### config.mk
export PLATFORM = sky130hd
export DESIGN_NAME = rv_fetch_resp
export DESIGN_NICKNAME = d
export VERILOG_FILES = /design/src/rtl/rv_fetch_resp.sv
export SDC_FILE = /design/constraint.sdc
export NUM_CORES = 1
export LEC_CHECK = 0
export ABC_AREA = 1
export CAP_MARGIN = 10
export CORE_ASPECT_RATIO = 1.1
export CORE_MARGIN = 5
export CORE_UTILIZATION = 52
export DETAILED_ROUTE_END_ITERATION = 10
export PLACE_DENSITY = 0.8
export SETUP_SLACK_MARGIN = 0.05
export SYNTH_ARGS = -nofsm -noshare
export SYNTH_HDL_FRONTEND = slang
export SYNTH_SLANG_ARGS = --single-unit
export TNS_END_PERCENT = 50
### constraint.sdc
create_clock -name i_clk -period 1.9 [get_ports i_clk]
set_input_delay 0.19 -clock i_clk [delete_from_list [all_inputs] [get_ports i_clk]]
set_output_delay 0.19 -clock i_clk [all_outputs]
set_load 0.02 [all_outputs]
### src/rtl/rv_fetch_resp.sv
// Instruction fetch responder: one outstanding memory read feeding a two-entry in-order buffer.
// Optional error tagging is enabled with the FETCH_RESP_ERR_EN macro.
module rv_fetch_resp #(
   parameter logic [31:0] NOP_INSTR = 32'h0000_0013
) (
   input  logic        i_clk,
   input  logic        i_reset_n,
   input  logic        i_req,
   input  logic [31:2] i_pc,
   output logic        o_ready,
   input  logic        i_flush,
   input  logic        i_stall,
   output logic        o_mem_rd,
   output logic [31:2] o_mem_addr,
   input  logic        i_mem_ack,
   input  logic [31:0] i_mem_rdata,
`ifdef FETCH_RESP_ERR_EN
   input  logic        i_mem_err,
   output logic        o_err,
`endif
   output logic        o_valid,
   output logic [31:0] o_instr,
   output logic [31:2] o_pc
);

`ifdef FETCH_RESP_ERR_EN
   localparam int EW = 63;
`else
   localparam int EW = 62;
`endif

   typedef enum logic [1:0] {
      ST_IDLE  = 2'd0,
      ST_BUSY  = 2'd1,
      ST_DRAIN = 2'd2
   } state_t;

   // Empty slots always hold the idle pattern so the head drives NOP/0 directly.
   localparam logic [EW-1:0] EMPTY_ENT = {{(EW-32){1'b0}}, NOP_INSTR};

   state_t          state_r;
   logic            mem_rd_r;
   logic [31:2]     mem_addr_r;
   logic [1:0]      count_r;
   logic [EW-1:0]   ent0_r;
   logic [EW-1:0]   ent1_r;

   logic            accept_s;
   logic            push_s;
   logic            pop_s;
   logic [EW-1:0]   new_ent_s;
   logic [EW-1:0]   ent0_n_s;
   logic [EW-1:0]   ent1_n_s;
   logic [1:0]      count_n_s;

   assign o_ready  = (state_r == ST_IDLE) && (count_r < 2'd2) && !i_flush;
   assign accept_s = i_req && o_ready;
   assign push_s   = (state_r == ST_BUSY) && i_mem_ack && !i_flush;
   assign pop_s    = (count_r != 2'd0) && !i_stall;

`ifdef FETCH_RESP_ERR_EN
   assign new_ent_s = {i_mem_err, mem_addr_r, (i_mem_err ? NOP_INSTR : i_mem_rdata)};
   assign o_err     = ent0_r[62];
`else
   assign new_ent_s = {mem_addr_r, i_mem_rdata};
`endif

   assign o_mem_rd   = mem_rd_r;
   assign o_mem_addr = mem_addr_r;
   assign o_valid    = (count_r != 2'd0);
   assign o_instr    = ent0_r[31:0];
   assign o_pc       = ent0_r[61:32];

   // Next buffer contents: flush wins, otherwise push/pop with in-order shift.
   always_comb begin
      ent0_n_s  = ent0_r;
      ent1_n_s  = ent1_r;
      count_n_s = count_r;
      if (i_flush) begin
         ent0_n_s  = EMPTY_ENT;
         ent1_n_s  = EMPTY_ENT;
         count_n_s = 2'd0;
      end else begin
         case ({push_s, pop_s})
            2'b10: begin
               if (count_r == 2'd0) begin
                  ent0_n_s = new_ent_s;
               end else begin
                  ent1_n_s = new_ent_s;
               end
               count_n_s = count_r + 2'd1;
            end
            2'b01: begin
               ent0_n_s  = ent1_r;
               ent1_n_s  = EMPTY_ENT;
               count_n_s = count_r - 2'd1;
            end
            2'b11: begin
               if (count_r == 2'd1) begin
                  ent0_n_s = new_ent_s;
               end else begin
                  ent0_n_s = ent1_r;
                  ent1_n_s = new_ent_s;
               end
            end
            default: begin
               count_n_s = count_r;
            end
         endcase
      end
   end

   // Output buffer registers.
   always_ff @(posedge i_clk or negedge i_reset_n) begin
      if (!i_reset_n) begin
         ent0_r  <= EMPTY_ENT;
         ent1_r  <= EMPTY_ENT;
         count_r <= 2'd0;
      end else begin
         ent0_r  <= ent0_n_s;
         ent1_r  <= ent1_n_s;
         count_r <= count_n_s;
      end
   end

   // Memory access FSM; DRAIN waits out a flushed read so the bus handshake completes.
   always_ff @(posedge i_clk or negedge i_reset_n) begin
      if (!i_reset_n) begin
         state_r    <= ST_IDLE;
         mem_rd_r   <= 1'b0;
         mem_addr_r <= 30'd0;
      end else begin
         case (state_r)
            ST_IDLE: begin
               if (accept_s) begin
                  mem_addr_r <= i_pc;
                  mem_rd_r   <= 1'b1;
                  state_r    <= ST_BUSY;
               end
            end
            ST_BUSY: begin
               if (i_mem_ack) begin
                  mem_rd_r <= 1'b0;
                  state_r  <= ST_IDLE;
               end else if (i_flush) begin
                  state_r <= ST_DRAIN;
               end
            end
            ST_DRAIN: begin
               if (i_mem_ack) begin
                  mem_rd_r <= 1'b0;
                  state_r  <= ST_IDLE;
               end
            end
            default: begin
               mem_rd_r <= 1'b0;
               state_r  <= ST_IDLE;
            end
         endcase
      end
   end

endmodule

==> metrics list <==
* Wire length after detailed routing: 24.0 mm
- Buf/Inv on CP: 3
- Via count of the first global-routing pass: approximately 8000
- Setup violations remaining at the end of the flow were counted as 0.
- Top post-synthesis cells by count: nand2_1, nand3_1, dfrtp_1
- Clock tree from TritonCTS: yes
- In the finished design, the share of the clock period the worst path needs comes to 0.950.
* Synthesized instance count: 1132
- Tightest slew margin relative to the limit: 0.666
- The wire-length estimate of the detail-placed layout is 15.3 mm.
* Avg Inst Size Synth: 7.23 sq um
- Across the routed clock network, the largest skew measured is 0.00586 ns.
- The critical path in this run is classified as reg -> reg.
- Hold_ws: 0.275 ns
- Portion of the post-synthesis area used by sequential elements: 0.487
- The repair_antennas step left the layout with diodes totalling 0.
- Across the run, the number of max-cap violations was 0.
* Cell at the root of the clock tree: clkbuf_16
- Peak supply drop: 0.930 mV
* Leak Pwr: 0.00509 uW
* Via-to-Cell Ratio: about 5.5
- Buffers inserted during clock tree synthesis total 17.
- Flip-flop and latch count after synthesis: 159
- Setup repair after global routing could not meet its margin everywhere.
- Most used flip-flop cell after synthesis: dfrtp_1
* Critical path required time: 2.22 ns
- In the synthesized netlist the async set-or-reset flop fraction comes to 1.00.
- Layout Area Growth over Synthesis: 33.9%
* Placeable core region: ~0.016 sq mm
- Once detail routing completed, the nets flagged for antenna violations numbered 0.
- Power comes to 15700 uW.
* Total global-route track usage: 0.268
* Post-Synthesis Cell Area: 0.00818 sq mm
- Most common cell in the synthesized netlist: nand2_1
- Timing would allow up to ~550 MHz.
- Worst Setup End Kind: flop
* Floorplan die area: 0.0183 sq mm
- The max-slew violation count was 0.
- Slew of the pin with the lowest slew margin: 0.501 ns
* Final total negative setup slack: 0 ns
- Vertical extent of the die: around 140 um
- In the final layout, the share of cells above drive strength 1 is 0.0759.
* Net count reported at finish: 1353
- In this run, distinct cell masters in the synthesized netlist total 25.
- Starting density of the core: 0.526
- Warnings, synthesis: 0
- Grt total ovfl: 0
- WP data arrival: ~2.1 ns
* Maximum number of pins on one net before global-route repair: 60
- Final Critical Period: ~1.8 ns
* Hold Path Class: in -> async
- DRT Pass-1 Iters: 6
* Crit path top cell by count: nand2_1
* Top cell type's share of synthesized area: 0.468
* Vias: 8150
- Clock sink count: 159
- Synthesis produced a netlist with a net count of 1206.
- Number of antenna violations at the first check in global routing: 0
* Final hold violation count: 0
* Delay contributed by the slowest stage of the critical path: 0.40 ns
* CP startpoint: state_r[1]$_DFFE_PN0P_
* Wire length of the first global-routing pass: 39.8 mm
- Post-route DRC violation count: 0
- Number of standard-cell rows in the floorplan: 48
* Bufs on Longest Clock Path: 2
* CTS H-tree depth: 4
* Die width: 130 um
- The slowest stage of the critical path is the dfrtp_1 cell.
- Top post-synthesis cells by area: dfrtp_1, nand2_1, nand3_1
- EDFF count, synth: 0
- Traced cell by cell, the critical path runs through inv_1, ha_4, nand2_1, nor2_4, nand2_1, inv_2, buf_12, nand3_1, o21ai_0.
- After clock tree synthesis, the clock-pin slew on the worst setup and hold paths is 0.06 ns.
- The later pin in the worst-skew pair is clocked with a latency of 0.42 ns.
* Count of input and output buffers: 162
* Final Wtd Congestion: 0.826
- Run status: complete, no violations
- Largest driver fanout on the critical path: 29
- Wirelength per Cell: 16.1 um
* Cell taking the most area after synthesis: dfrtp_1
* DRC marker count from the first detailed-route iteration: 788
* Power density normalized to cell area: 1430 mW/mm^2
- The worst setup path is launched from a flop.
* Number of I/O pins: between 150 and 200
* Crit Reg-Reg Startpoint: state_r[1]$_DFFE_PN0P_
- The cell family contributing the most delay on the critical path is simple AND/OR/NAND/NOR gates.
## state kept, by name (all words and copies together) (netlist names)
| signal | count |
|---|---|
| ent1_r | 62 |
| o_mem_addr | 30 |
| state_r | 2 |
| ent0_r | 62 |
| o_mem_rd | 1 |
| count_r | 2 |
## path summary, 6_finish.rpt
kind                       slack (ns)  depth (start not counted)                         end
max                               0.1                          9      ent1_r[50]$_DFFE_PN0P_
min                              0.28                          2      ent1_r[44]$_DFFE_PN0P_
max reg2reg                       0.1                          9      ent1_r[50]$_DFFE_PN0P_
min reg2reg                      0.47                          2      ent0_r[16]$_DFFE_PN0P_
max in group asynchronous        1.01                          3      ent1_r[27]$_DFFE_PN0P_
min in group i_clk               0.32                          3  o_mem_addr[25]$_DFFE_PN0P_
## kinds of logic (layout without fill, tap and decap cells)
| logic type | count (synthesis) | after routing | share of synthesized area |
|---|---|---|---|
| adders and majority gates | 6 | 6 | 0.00918 |
| DFF | 159 | 159 | 0.487 |
| and+or+nand+nor | 693 | 693 | 0.351 |
| buffers and inverters | 149 | 309 | 0.0759 |
| AOI/OAI and AO/OA | 125 | 125 | 0.0769 |
## final cells by class
| class | count | area [sq um] |
|---|---|---|
| Clock buffer | 18 | 429 |
| Clock inverter | 14 | 216 |
| Fill cell | 1234 | 4600 |
| Inverter | 73 | 277 |
| Multi-Input combinational cell | 824 | 3650 |
| Sequential cell | 159 | 3990 |
| Tap cell | 200 | 250 |
| Timing Repair Buffer | 204 | 2140 |
## through the flow
step	instances	cell area, sq um	utilization	worst slack [ns]
2_1_floorplan	1132	8180	-	0.171
3_3_place_gp	1458	10200	0.659	0.124
4_1_cts	1491	10900	0.701	0.0671
6_report	1492	11000	0.704	0.0958
3_5_place_dp	1458	10200	0.659	0.0435
5_1_grt	1492	11000	0.704	-0.0278
## power by group
part / internal, uW / leakage [uW] / switching, uW
logic: 2750 / 0.00268 / 4070
clock network: 2330 / 0.000302 / 1430
registers: 4290 / 0.00211 / 774
## what timing repair did
action,CTS,global route
pin swaps,0,1
resized for setup,5,12
gates cloned,0,0
setup buffers,0,1
hold buffers,1,0
endpoints found under the setup margin,2,108
endpoints found under the hold margin,39,0
## layout by cell type, fill, tap and decap left out, types with 2 or more instances in the layout
master	count
o21ai_1	3
clkinv_4	3
inv_1	68
clkinvlp_4	4
inv_2	4
dfrtp_1	153
ha_1	3
clkinv_2	2
o21ai_0	120
clkdlybuf4s50_1	159
buf_6	3
nand3_2	2
nand2_1	475
bufinv_16	5
buf_12	16
dfstp_2	6
nor2_1	21
ha_4	2
buf_4	24
nor2_4	3
clkbuf_16	17
nand3_1	186
## routing by layer
layer,part of all wire,global-route usage,up-vias
li1,-,-,3903
met1,0.41,0.358,3859
met2,0.49,0.441,350
met3,0.083,0.0497,38
met4,0.018,0.0886,0
met5,0,0,-
## worst reg2reg max path, stage by stage (launching register included)
cell and delay (ns):
dfrtp_1 0.40, inv_1 0.15, ha_4 0.18, nand2_1 0.10
nor2_4 0.15, nand2_1 0.14, inv_2 0.13, buf_12 0.20
nand3_1 0.13, o21ai_0 0.12
Power figures use the tool's default switching activity.
